==> src/rtl/petersen_edge_seq.sv <==
// petersen_edge_seq
// Walks the 15 edges of a Petersen graph and hands each one, in a fixed order,
// to a downstream line-drawing stage. For each edge it loads the endpoints,
// issues a one-cycle start pulse, waits for the line stage's completion pulse,
// and then idles for GAP cycles before moving to the next edge.
//
// Ports
//   i_clk         sole clock, rising edge
//   i_rst_n       synchronous active-low reset
//   i_go          one-cycle request to draw the whole graph (only honoured when idle)
//   i_line_done   one-cycle completion pulse from the line stage (only honoured in WAIT)
//   o_line_start  one-cycle start pulse to the line stage
//   o_x1..o_y2    endpoint coordinates, ordered so that o_y1 <= o_y2
//   o_edge_idx    index 0..14 of the current edge
//   o_busy        high while a graph is being drawn
//   o_done        one-cycle pulse after the last edge completes
module petersen_edge_seq #(
  parameter logic [8:0] VX0 = 9'd120,
  parameter logic [8:0] VX1 = 9'd200,
  parameter logic [8:0] VX2 = 9'd170,
  parameter logic [8:0] VX3 = 9'd70,
  parameter logic [8:0] VX4 = 9'd40,
  parameter logic [8:0] VX5 = 9'd120,
  parameter logic [8:0] VX6 = 9'd160,
  parameter logic [8:0] VX7 = 9'd145,
  parameter logic [8:0] VX8 = 9'd95,
  parameter logic [8:0] VX9 = 9'd80,
  parameter logic [8:0] VY0 = 9'd40,
  parameter logic [8:0] VY1 = 9'd98,
  parameter logic [8:0] VY2 = 9'd190,
  parameter logic [8:0] VY3 = 9'd190,
  parameter logic [8:0] VY4 = 9'd98,
  parameter logic [8:0] VY5 = 9'd80,
  parameter logic [8:0] VY6 = 9'd110,
  parameter logic [8:0] VY7 = 9'd160,
  parameter logic [8:0] VY8 = 9'd160,
  parameter logic [8:0] VY9 = 9'd110,
  parameter int         GAP = 4
) (
  input  logic       i_clk,
  input  logic       i_rst_n,
  input  logic       i_go,
  input  logic       i_line_done,
  output logic       o_line_start,
  output logic [8:0] o_x1,
  output logic [8:0] o_y1,
  output logic [8:0] o_x2,
  output logic [8:0] o_y2,
  output logic [3:0] o_edge_idx,
  output logic       o_busy,
  output logic       o_done
);

  localparam logic [89:0] VX_ALL = {VX9, VX8, VX7, VX6, VX5, VX4, VX3, VX2, VX1, VX0};
  localparam logic [89:0] VY_ALL = {VY9, VY8, VY7, VY6, VY5, VY4, VY3, VY2, VY1, VY0};
  localparam int          CW     = (GAP < 2) ? 1 : $clog2(GAP + 1);
  localparam logic [CW-1:0] GAP_LOAD = CW'(GAP);
  localparam logic [3:0]  LAST_EDGE = 4'd14;

  typedef enum logic [2:0] {S_IDLE, S_LOAD, S_START, S_WAIT, S_GAP, S_FIN} state_t;

  // Vertex coordinate lookup tables unpacked from the parameters.
  logic [8:0] vx_tab [10];
  logic [8:0] vy_tab [10];

  for (genvar gi = 0; gi < 10; gi++) begin : g_vtx
    assign vx_tab[gi] = VX_ALL[gi*9 +: 9];
    assign vy_tab[gi] = VY_ALL[gi*9 +: 9];
  end

  state_t        state_reg, state_next;
  logic [CW-1:0] cnt_reg, cnt_next;
  logic [3:0]    idx_reg, idx_next;
  logic [8:0]    x1_reg, x1_next, y1_reg, y1_next;
  logic [8:0]    x2_reg, x2_next, y2_reg, y2_next;
  logic          start_reg, start_next;
  logic          busy_reg, busy_next;
  logic          done_reg, done_next;

  // Edge table: outer ring, spokes, inner pentagram.
  logic [3:0] va, vb;
  always_comb begin
    va = 4'd0;
    vb = 4'd1;
    case (idx_reg)
      4'd0:  begin va = 4'd0; vb = 4'd1; end
      4'd1:  begin va = 4'd1; vb = 4'd2; end
      4'd2:  begin va = 4'd2; vb = 4'd3; end
      4'd3:  begin va = 4'd3; vb = 4'd4; end
      4'd4:  begin va = 4'd4; vb = 4'd0; end
      4'd5:  begin va = 4'd0; vb = 4'd5; end
      4'd6:  begin va = 4'd1; vb = 4'd6; end
      4'd7:  begin va = 4'd2; vb = 4'd7; end
      4'd8:  begin va = 4'd3; vb = 4'd8; end
      4'd9:  begin va = 4'd4; vb = 4'd9; end
      4'd10: begin va = 4'd5; vb = 4'd7; end
      4'd11: begin va = 4'd7; vb = 4'd9; end
      4'd12: begin va = 4'd9; vb = 4'd6; end
      4'd13: begin va = 4'd6; vb = 4'd8; end
      4'd14: begin va = 4'd8; vb = 4'd5; end
      default: begin va = 4'd0; vb = 4'd1; end
    endcase
  end

  always_comb begin
    state_next = state_reg;
    cnt_next   = cnt_reg;
    idx_next   = idx_reg;
    x1_next    = x1_reg;
    y1_next    = y1_reg;
    x2_next    = x2_reg;
    y2_next    = y2_reg;
    start_next = 1'b0;
    busy_next  = busy_reg;
    done_next  = 1'b0;
    case (state_reg)
      S_IDLE: begin
        if (i_go) begin
          idx_next   = 4'd0;
          busy_next  = 1'b1;
          state_next = S_LOAD;
        end
      end
      S_LOAD: begin
        // Lower-y endpoint goes first; on a tie the table order is kept.
        if (vy_tab[va] > vy_tab[vb]) begin
          x1_next = vx_tab[vb];
          y1_next = vy_tab[vb];
          x2_next = vx_tab[va];
          y2_next = vy_tab[va];
        end else begin
          x1_next = vx_tab[va];
          y1_next = vy_tab[va];
          x2_next = vx_tab[vb];
          y2_next = vy_tab[vb];
        end
        state_next = S_START;
      end
      S_START: begin
        start_next = 1'b1;
        state_next = S_WAIT;
      end
      S_WAIT: begin
        if (i_line_done) begin
          cnt_next   = GAP_LOAD;
          state_next = S_GAP;
        end
      end
      S_GAP: begin
        // A zero count leaves on the first GAP cycle, so GAP=0 is one pass.
        if (cnt_reg == '0) begin
          if (idx_reg == LAST_EDGE) begin
            state_next = S_FIN;
          end else begin
            idx_next   = idx_reg + 4'd1;
            state_next = S_LOAD;
          end
        end else begin
          cnt_next = cnt_reg - CW'(1);
        end
      end
      S_FIN: begin
        done_next  = 1'b1;
        busy_next  = 1'b0;
        state_next = S_IDLE;
      end
      default: state_next = S_IDLE;
    endcase
  end

  always_ff @(posedge i_clk) begin
    if (!i_rst_n) begin
      state_reg <= S_IDLE;
      cnt_reg   <= '0;
      idx_reg   <= 4'd0;
      x1_reg    <= 9'd0;
      y1_reg    <= 9'd0;
      x2_reg    <= 9'd0;
      y2_reg    <= 9'd0;
      start_reg <= 1'b0;
      busy_reg  <= 1'b0;
      done_reg  <= 1'b0;
    end else begin
      state_reg <= state_next;
      cnt_reg   <= cnt_next;
      idx_reg   <= idx_next;
      x1_reg    <= x1_next;
      y1_reg    <= y1_next;
      x2_reg    <= x2_next;
      y2_reg    <= y2_next;
      start_reg <= start_next;
      busy_reg  <= busy_next;
      done_reg  <= done_next;
    end
  end

  assign o_line_start = start_reg;
  assign o_x1         = x1_reg;
  assign o_y1         = y1_reg;
  assign o_x2         = x2_reg;
  assign o_y2         = y2_reg;
  assign o_edge_idx   = idx_reg;
  assign o_busy       = busy_reg;
  assign o_done       = done_reg;

endmodule

==> config.mk <==
export PLATFORM = sky130hd
export DESIGN_NAME = petersen_edge_seq
export DESIGN_NICKNAME = d
export VERILOG_FILES = /design/src/rtl/petersen_edge_seq.sv
export SDC_FILE = /design/constraint.sdc
export NUM_CORES = 1
export LEC_CHECK = 0
export CORE_AREA = 10 10 93 95
export CTS_CLUSTER_DIAMETER = 100
export DETAILED_ROUTE_END_ITERATION = 7
export DIE_AREA = 0 0 103 105
export GPL_TIMING_DRIVEN = 0
export HOLD_SLACK_MARGIN = 0.08
export PLACE_DENSITY = 0.71
export RECOVER_POWER = 25
export SYNTH_ARGS = -nofsm -noshare
export SYNTH_HDL_FRONTEND = slang
export SYNTH_SLANG_ARGS = --single-unit
==> constraint.sdc <==
create_clock -name i_clk -period 3.5 [get_ports i_clk]
set_input_delay 0.525 -clock i_clk [delete_from_list [all_inputs] [get_ports i_clk]]
set_output_delay 0.525 -clock i_clk [all_outputs]
set_load 0.05 [all_outputs]
==> impl_results.md, run 1 <==
* PwrDens at 516.4 nW/µm²
* Biggest area consumer among synthesized cells: dfxtp_1
* Layout area overhead at 18.93%
* Hold Crit Start: o_y2[5]
* Clock Skew at roughly 0.013 ns
* Final min period at approximately 3.3 ns
* EDFF count, synth at 0
* First-pass GRT wire length at roughly 13,000 µm
* WL per Instance at 14.93 µm
* Hold Path Class: flop to flop
* Mapped Area at 3219 µm²
* Post-synthesis xor/xnor area fraction at less than 1%
* CP endpoint kind: flop
* Psw at roughly 840 µW
* Setup TNS at 0 ns
* Critical Path Fanout Max at 10
* Slew Viols, Final at 0
* Initial Utilization at 47.65%
* Via-per-instance ratio at roughly 5.5
* Routed WL at roughly 8000 µm
* Pre-antenna DRT Iters at 4
* Worst R2R Setup Slack at 0.25 ns
* Ports at between 40 and 50
* Hold_buf cts at 0
* Async SR Flop Fraction at 0%
* Post-synth top area share at between 30% and 40%
* Hold Vio Cnt, Final at 0
* Core box area at about 6800 µm²
* Adder-cell share of the synthesized area at a little under an eighth
* Largest net degree at the start of global routing at 15
* Post-CTS Resized at 0
* Antenna diode count at 0
* DP Cell Count at ~520
* Synth top area cells: dfxtp_1 32%, ha_1 11%, mux2i_1 5.6%
* CTS buffer count at 5
* WHS Path Cells at 2
* Final setup fails at 0
* Vias at 2,887
* Die height at about 110 µm
* Detailed router's first-iteration violation count at 134
* Mux cell area share after synthesis at between 7 and 8%
* Remaining Overflow, GRT at 0
* Crit path DAT at between 3 and 4 ns
* Max Freq at 0.3073 GHz
* Hpwl dp at about 6000 µm
* PortBufs at 40
* Post-DRT Antenna Nets at 0
* Compound-Gate Fraction of Synth Area at a little over a fifth
* Average size of a mapped cell at between 8 and 9 µm²
* Post-synthesis simple-gate area fraction at approximately a fifth
* CTS tree: built
* Static Leak at approximately 1.6 nW
* Max clock buf depth at 2
* Sequential power share at about 36%
* Mapped Cells at between 300 and 400
* Warnings from Yosys at 0
* Slew HR at a little over a quarter
* Status: complete, no violations
* Residual DRC at 0
* WS Path Type: flop to flop
* CP required at 3.72 ns
* Initial antenna violation count at 0
* Layout cells sized above 1 at 6.951%
* Total of max-cap violations at 0
* Depth of the CTS H-tree at 2
* Sequential cell area fraction in the yosys report at a little under a third
* Worst-path clk slew at ~0.080 ns
* Reg2reg path depth at 13
* Pint at roughly 1.1 mW
* Synth Flop Type: dfxtp_1
* GR Util All Layers at 14.40%
* # rows at 30
* Sw frac at between 40 and 50%
* Comb power frac at a little under half
* Crit start category: flop
* Clock root buffer: clkbuf_8
* Die X at ~100 µm
* Vias in the first global route at 2,747
* Area of the die at about 11,000 µm²
* CTS Sinks at ~50
* Yosys cell types at 62
* Nets at 478
* Main combinational cell family by area after synthesis: compound AO/OA/AOI/OAI gates
* Reg2reg end: o_x1[3]
* Slew @ Worst Pin at approximately 1.1 ns
* Final Non-Filler Cells at 526
* RSZ-0062 raised after global routing: false
* Crit share post-route at 92.98%
* Post CTS Setup Buffer Count at 0
* Synthesized flop and latch total at 51
* Maximum VDD drop at 200.3 µV
* RD Place Congestion at approximately 0.95
* Hold endpoint: o_y2[5]
* Clk_lat worst skew at between 0.3 and 0.4 ns
* RR Startpoint: va[0]
* Clock share of power at 18.7%
==> cell usage after synthesis, types with 4 or more instances <==
library cell	instances
mux2i_1	18
nand2b_1	7
buf_2	6
a221o_1	7
nand2_1	37
ha_1	29
nor2_1	43
clkbuf_1	14
o21ai_0	29
o21a_1	4
dfxtp_1	51
a211oi_1	4
nand3_1	10
buf_4	7
inv_1	18
nor3_1	13
o211ai_1	4
nor2b_1	5
a21oi_1	23
==> worst max-delay path by stage <==
stage	startpoint	end	slack [ns]	depth (start not counted)
CTS	va[0]	o_x2[6]	0.33	13
global placement	va[0]	o_x2[6]	0.39	13
detailed placement	va[0]	o_x2[6]	0.36	13
global route	va[0]	o_x1[3]	0.007	13
finish	va[0]	o_x1[3]	0.25	13
floorplan	va[0]	o_x2[3]	0.79	13
==> cells by family after synthesis <==
family | after synthesis
xor gates and xnor gates | 1
AOI/OAI and AO/OA | 101
DFF | 51
adders and majority gates | 29
other | 1
muxes | 23
and+or+nand+nor | 137
buffers and inverters | 50
==> cells in the final DEF (no fill, tap or decap), drive strengths merged, types with 4 or more instances in the layout <==
master,count
clkdlybuf4s50,29
conb,6
nor2,44
mux2,5
nand2,38
nand2b,7
o21ai,31
dfxtp,51
o21a,4
mux2i,18
a211oi,4
a21oi,24
clkbuf,23
a221o,7
nand4,4
nand3,11
nor2b,5
ha,29
buf,15
nor3,13
inv,19
o211ai,5
dlygate4sd3,11
==> worst max-delay path, stage by stage, from the launching register on <==
cell	delay [ns]
dfxtp_1	0.55
inv_1	0.16
ha_1	0.26
a21oi_1	0.23
a21oi_1	0.19
ha_1	0.24
nor2b_1	0.12
o211ai_1	0.09
a21oi_1	0.14
o32a_1	0.19
buf_2	0.21
buf_1	0.50
nand3b_1	0.17
o211ai_1	0.14
==> power groups by stage <==
stage | logic [mW] | clock network [mW] | registers [mW]
after floorplan | 0.429 | 0 | 0.939
after global placement | 0.891 | 0 | 0.720
after detailed placement | 0.905 | 0 | 0.721
after CTS | 0.908 | 0.377 | 0.709
after global routing | 0.970 | 0.407 | 0.719
final | 0.900 | 0.370 | 0.707
==> cell type report <==
cell class	count	area (µm²)
Inverter	20	87.58
Buffer	30	160.2
Sequential cell	51	1021
Clock buffer	8	100.1
Multi-Input combinational cell	297	1959
Fill cell	629	2928
Timing Repair Buffer	40	400.4
Tap cell	80	100.1
==> per-layer routing <==
| metal | up-vias | share of wire [%] | wire [µm] | GRT usage [%] |
|---|---|---|---|---|
| met2 | 54 | 48 | 3782 | 23.81 |
| met1 | 1342 | 46 | 3583 | 17.73 |
| met4 | 0 | 1.6 | 127 | 5.268 |
| met3 | 10 | 4.6 | 360 | 2.964 |
| li1 | 1481 | - | - | - |
| met5 | - | 0 | 0 | 0 |
==> per-stage QoR <==
| stage | cell area [µm²] | hold WS, ns | worst slack, ns | util [%] | total power [mW] |
|---|---|---|---|---|---|
| 6_report | 3829 | 0.4574 | 0.2458 | 56.67 | 1.977 |
| 5_1_grt | 3829 | 0.4870 | 0.006655 | 56.67 | 2.096 |
| 4_1_cts | 3839 | 0.4666 | 0.3326 | 56.81 | 1.994 |
| 3_5_place_dp | 3739 | 0.4466 | 0.3648 | 55.33 | 1.627 |
| 3_3_place_gp | 3739 | 0.4422 | 0.3886 | 55.33 | 1.610 |
| 2_1_floorplan | 3238 | 0.4722 | 0.7884 | - | 1.368 |
Note: power is estimated with default switching activity, not from simulation.
==> run 2, diff against run 1 <==
--- a/config.mk
+++ b/config.mk
@@ -5,6 +5,7 @@
 export SDC_FILE = /design/constraint.sdc
 export NUM_CORES = 1
 export LEC_CHECK = 0
+export CAP_MARGIN = 20
 export CORE_AREA = 10 10 93 95
 export CTS_CLUSTER_DIAMETER = 100
 export DETAILED_ROUTE_END_ITERATION = 7
@@ -13,6 +14,7 @@
 export HOLD_SLACK_MARGIN = 0.08
 export PLACE_DENSITY = 0.71
 export RECOVER_POWER = 25
+export SLEW_MARGIN = 40
 export SYNTH_ARGS = -nofsm -noshare
 export SYNTH_HDL_FRONTEND = slang
 export SYNTH_SLANG_ARGS = --single-unit
==> impl_results.md, run 2 (synthesis gave the netlist of run 1 again) <==
* Status: complete, no violations
* Area of the die at 10,820 µm² (unchanged)
* CP max stage cell: dfxtp_1
* Clock Skew at 0.007268 ns (-0.005479 ns)
* Core box area at 6756 µm² (unchanged)
* Post-DRT Antenna Nets at 0 (unchanged)
* WS Path Type: flop to flop
* Layout cells sized above 1 at 7.399% (+0.45 points)
* Setup TNS at 0 ns (unchanged)
* Reg2reg path depth at 13 (unchanged)
* Clk_lat worst skew at 0.30 ns (about the same)
* Post-CTS Resized at 0 (unchanged)
* Largest net degree at the start of global routing at 15 (unchanged)
* Final setup fails at 0 (unchanged)
* Slew HR at 53.20% (+26 points)
* Nets at 478 (unchanged)
* Layout area overhead at 19.12%
* Most frequent cells in the layout: 51 x dfxtp_1, 43 x nor2_1, 37 x nand2_1
* Critical Path Fanout Max at 10 (unchanged)
* CP required at 3.72 ns (about the same)
* Cell mode on critical path: a21oi_1
* CTS Sinks at 51 (unchanged)
* PortBufs at 40 (unchanged)
* Hold Path Class: flop to flop
* CTS tree: built
* Maximum VDD drop at 199.3 µV (-0.50%)
* Initial antenna violation count at 0 (unchanged)
* Peak-usage layer in the global routing report: met2
* Slew @ Worst Pin at 0.7020 ns (-0.3821 ns)
* Routed WL at 7808 µm (-0.57%)
* Worst path cell trace: inv_1 -> ha_1 -> a21oi_1 -> a21oi_1 -> ha_1 -> nor2b_1 -> o211ai_1 -> a21oi_1 -> o32a_1 -> buf_2 -> buf_1 -> nand3b_1 -> o211ai_1
* Die X at 103 µm (unchanged)
* Vias at 2,914 (+0.94%)
* Hold Crit Start: o_y2[5]
* Critical Path Source: va[0]
* Clock root buffer: clkbuf_8
* Crit path DAT at 3.47 ns (about the same)
* # rows at 30 (unchanged)
* WHS Path Cells at 2 (unchanged)
* First-pass GRT wire length at 12,820 µm (-1.5%)
* WL per Instance at 14.84 µm (-0.57%)
* GR Util met1 at 17.19% (-0.54 points)
* Reg2reg end: o_x1[3]
* Total of max-cap violations at 0 (unchanged)
* Residual DRC at 0 (unchanged)
* Hold endpoint: o_y2[5]
* Crit share post-route at 93.02% (about the same)
* Detailed router's first-iteration violation count at 123 (-8.2%)
* Pre-antenna DRT Iters at 4 (unchanged)
* RR Startpoint: va[0]
* Remaining Overflow, GRT at 0 (unchanged)
* PwrDens at 515.2 nW/µm² (-0.23%)
* CTS buffer count at 5 (unchanged)
* Slew Viols, Final at 0 (unchanged)
* Max incr delay on CP at 0.54 ns (about the same)
* Vias in the first global route at 2,733 (-0.51%)
* Final Non-Filler Cells at 526 (unchanged)
* Static Leak at 1.578 nW (+0.44%)
* Final min period at 3.256 ns (+0.001623 ns)
* Ports at 47 (unchanged)
* RD Place Congestion at 0.9513 (unchanged)
* GR Util All Layers at 14.27% (-0.13 points)
* Die height at 105 µm (unchanged)
* DP Cell Count at 518 (unchanged)
* Worst-path clk slew at 0.09 ns (about the same)
* Initial Utilization at 47.65% (unchanged)
* Worst R2R Setup Slack at 0.24 ns (about the same)
* Via-per-instance ratio at 5.540 (+0.94%)
* Hpwl dp at 6082 µm (+0.27%)
* Hold Vio Cnt, Final at 0 (unchanged)
* Crit start category: flop
* Max Freq at 0.3071 GHz (about the same)
* Most common cell after layout, fill and taps aside: dfxtp_1
* Depth of the CTS H-tree at 2 (unchanged)
* RSZ-0062 raised after global routing: false
* GR Util met3 at 3.294% (+0.33 points)
* Hold_buf cts at 0 (unchanged)
* Post CTS Setup Buffer Count at 0 (unchanged)
* Max clock buf depth at 2 (unchanged)
* Met2 Track Usage GR at 23.99% (+0.18 points)
* CP endpoint kind: flop
* Antenna diode count at 0 (unchanged)
==> run 2: area by class of cell <==
| type | count | area, µm² |
|---|---|---|
| clock buffer | 8 | 100.1 |
| inverter | 20 | 87.58 |
| multi-input combinational | 297 | 1973 |
| buffer | 30 | 152.6 |
| timing repair buffer | 40 | 400.4 |
| fill | 641 | 2922 |
| tap | 80 | 100.1 |
| sequential | 51 | 1021 |
==> run 2: per-stage QoR <==
step | setup slack [ns] | total power, mW | utilization, % | hold WS, ns | cell area, µm²
after floorplan | 0.7884 | 1.368 | - | 0.4722 | 3238
after global placement | 0.3886 | 1.610 | 55.33 | 0.4422 | 3739
after detailed placement | 0.3797 | 1.627 | 55.41 | 0.4466 | 3744
after CTS | 0.3486 | 1.994 | 56.89 | 0.4678 | 3844
after global routing | 0.03106 | 2.092 | 56.76 | 0.4879 | 3835
final | 0.2442 | 1.976 | 56.76 | 0.4592 | 3835
==> run 2: worst max-delay path by stage <==
stage,endpoint,slack (ns),cells past startpoint
4_1_cts,o_x2[6],0.35,13
2_1_floorplan,o_x2[3],0.79,13
3_5_place_dp,o_x2[6],0.38,13
6_report,o_x1[3],0.24,13
5_1_grt,o_x2[6],0.03,13
3_3_place_gp,o_x2[6],0.39,13
==> run 2: worst max-delay path: cells and delay by family (launching register included) <==
kind,cells,cell delay [ns]
AOI/OAI and AO/OA,6,0.95
adders and majority gates,2,0.50
buffers and inverters,3,0.88
DFF,1,0.54
and+or+nand+nor,2,0.29
==> run 2: layer usage <==
| layer | up-vias | part of all wire, % |
|---|---|---|
| met5 | - | 0 |
| met3 | 11 | 5.2 |
| met2 | 65 | 49 |
| li1 | 1487 | - |
| met4 | 0 | 1.4 |
| met1 | 1351 | 44 |
==> run 2: report_power, final <==
part	switching [mW]	internal, mW
sequential	0.0493	0.657
combinational	0.604	0.299
clock	0.186	0.181
total	0.839	1.14
==> run 3, diff against run 2 <==
--- a/config.mk
+++ b/config.mk
@@ -6,13 +6,13 @@
 export NUM_CORES = 1
 export LEC_CHECK = 0
 export CAP_MARGIN = 20
-export CORE_AREA = 10 10 93 95
+export CORE_AREA = 10 10 88 90
 export CTS_CLUSTER_DIAMETER = 100
 export DETAILED_ROUTE_END_ITERATION = 7
-export DIE_AREA = 0 0 103 105
+export DIE_AREA = 0 0 98 100
 export GPL_TIMING_DRIVEN = 0
 export HOLD_SLACK_MARGIN = 0.08
-export PLACE_DENSITY = 0.71
+export PLACE_DENSITY = 0.79
 export RECOVER_POWER = 25
 export SLEW_MARGIN = 40
 export SYNTH_ARGS = -nofsm -noshare
==> impl_results.md, run 3 (synthesis gave the netlist of run 1 again) <==
* Post CTS Setup Buffer Count at 0 (unchanged)
* Pint at 1.241 mW (+9.2%)
* Initial Utilization at 52.50% (+4.9 points)
* Pre-antenna DRT Iters at 4 (unchanged)
* Hold_buf cts at 0 (unchanged)
* First-pass GRT wire length at 13,100 µm (+2.2%)
* RSZ-0062 raised after global routing: false
* Largest net degree at the start of global routing at 17 (+2)
* Status: complete, no violations
* Initial antenna violation count at 0 (unchanged)
* Most common cell after layout, fill and taps aside: dfxtp_1
* Hold Vio Cnt, Final at 0 (unchanged)
* Sw frac at 40.58% (-1.9 points)
* Layout cells sized above 1 at 7.623% (+0.22 points)
* Psw at 847.6 µW (+1.0%)
* Cell mode on critical path: a21oi_1
* CP max stage cell: dfxtp_1
* WS Path Type: flop to flop
* Max incr delay on CP at 0.54 ns (about the same)
* RD Place Congestion at 0.9929 (+4.4%)
* Residual DRC at 0 (unchanged)
* Top sig layer: met4
* Remaining Overflow, GRT at 0 (unchanged)
* Die X at 98 µm (-4.9%)
* Vias at 2,947 (+1.1%)
* Met2 wire length at 3700 µm (-4.2%)
* Top delay family on crit path: compound AO/OA/AOI/OAI gates
* Clock root buffer: clkbuf_8
* Setup TNS at 0 ns (unchanged)
* Die height at 100 µm (-4.8%)
* Worst path cell trace: inv_1 -> ha_1 -> a21oi_1 -> a21oi_1 -> ha_1 -> nor2b_1 -> o211ai_1 -> a21oi_1 -> o32a_1 -> buf_2 -> buf_1 -> nand3b_1 -> o311ai_0
* Routed WL at 7779 µm (-0.37%)
* GR Util All Layers at 15.55% (+1.3 points)
* Area of the die at 9800 µm² (-9.4%)
* Clock Skew at 0.01551 ns (+0.008244 ns)
* CP endpoint kind: flop
* Sequential power share at 33.9% (-1.9 points)
* Max clock buf depth at 2 (unchanged)
* Bufs and invs on worst path at 3 (unchanged)
* Post-DRT Antenna Nets at 0 (unchanged)
* Nets at 478 (unchanged)
* Vias in the first global route at 2,778 (+1.6%)
* PwrDens at 540.0 nW/µm² (+4.8%)
* Post-CTS Resized at 0 (unchanged)
* Hold Path Class: flop to flop
* Static Leak at 1.590 nW (+0.81%)
* Slew Viols, Final at 0 (unchanged)
* Most frequent cells in the layout: 51 x dfxtp_1, 43 x nor2_1, 37 x nand2_1
* Antenna diode count at 0 (unchanged)
* Critical Path Fanout Max at 10 (unchanged)
* PortBufs at 40 (unchanged)
* Layout area overhead at 20.13%
* Crit share post-route at 92.34% (-0.69 points)
* Crit path DAT at 3.40 ns (-0.07 ns)
* Area post-placement at 3740 µm² (-0.10%)
* Total of max-cap violations at 0 (unchanged)
* CP required at 3.67 ns (-0.05 ns)
* Detailed router's first-iteration violation count at 189 (+54%)
* WL per Instance at 14.87 µm (+0.20%)
* CTS buffer count at 5 (unchanged)
* Depth of the CTS H-tree at 2 (unchanged)
* Routed length on met3 at 450 µm (+12%)
* Crit start category: flop
* Comb power frac at 42.9% (-2.8 points)
* Core box area at 6132 µm² (-9.2%)
* Final min period at 3.232 ns (-0.02398 ns)
* Max Freq at 0.3094 GHz (+0.74%)
* # rows at 29 (-3.3%)
* Clock share of power at 23.2% (+4.6 points)
* Final setup fails at 0 (unchanged)
* Clk_lat worst skew at 0.31 ns (about the same)
* Final instance area at 3867 µm² (+0.85%)
* Via-per-instance ratio at 5.635 (+1.7%)
* Worst-path clk slew at 0.09 ns (about the same)
* Slew HR at 53.09% (-0.11 points)
* CTS tree: built
* Met1 wire length at 3466 µm (+1.1%)
* Maximum VDD drop at 285.9 µV (+43%)
* CTS Sinks at 51 (unchanged)
* Ports at 47 (unchanged)
* Slew @ Worst Pin at 0.7037 ns (+0.001717 ns)
* Hpwl dp at 6031 µm (-0.84%)
[run 3: through the flow]
stage	setup WS (ns)	util (%)	total power, mW	std cells	hold WS [ns]
floorplan	0.7884	-	1.368	398	0.4722
global placement	0.3551	60.91	1.608	515	0.4401
detailed placement	0.3205	60.99	1.623	515	0.4478
CTS	0.2886	63.21	2.110	523	0.4711
global route	0.05368	63.07	2.204	523	0.5087
finish	0.2682	63.07	2.088	523	0.4624
[run 3: final timing paths]
check	from	to	slack (ns)	depth (start not counted)
worst max-delay path	va[0]	o_x2[6]	0.27	13
worst min-delay path	o_y2[5]	o_y2[5]	0.46	2
worst max register to register	va[0]	o_x2[6]	0.27	13
worst min register to register	o_y2[5]	o_y2[5]	0.46	2
[run 3: area by class of cell]
cell class / count / area [µm²]
clock inverters: 3 / 67.56
repair buffers: 40 / 400.4
flip-flops and latches: 51 / 1021
plain buffers: 30 / 152.6
clock buffers: 5 / 68.82
multi-input cells: 297 / 1973
inverters: 20 / 87.58
fillers: 566 / 2265
well taps: 77 / 96.34
[run 3: power by group through the flow]
stage          combinational [mW]  clock [mW]  sequential (mW)
2_1_floorplan               0.429           0            0.939
3_3_place_gp                0.889           0            0.719
3_5_place_dp                0.900           0            0.723
4_1_cts                     0.904       0.496            0.710
5_1_grt                     0.963       0.521            0.720
6_report                    0.896       0.484            0.708
[run 3: routing by layer]
layer  vias up  GRT usage [%]
met1      1375          18.55
met5         -              0
met4         0          4.474
met2        77          26.65
li1       1481              -
met3        14          4.258
[run 3: worst reg2reg max path, cell delays in order, from the launching register on]
cell,delay [ns]
dfxtp_1,0.54
inv_1,0.17
ha_1,0.25
a21oi_1,0.23
a21oi_1,0.12
ha_1,0.33
nor2b_1,0.14
o211ai_1,0.16
a21oi_1,0.08
o32a_1,0.31
buf_2,0.19
buf_1,0.29
nand3b_1,0.17
o311ai_0,0.12
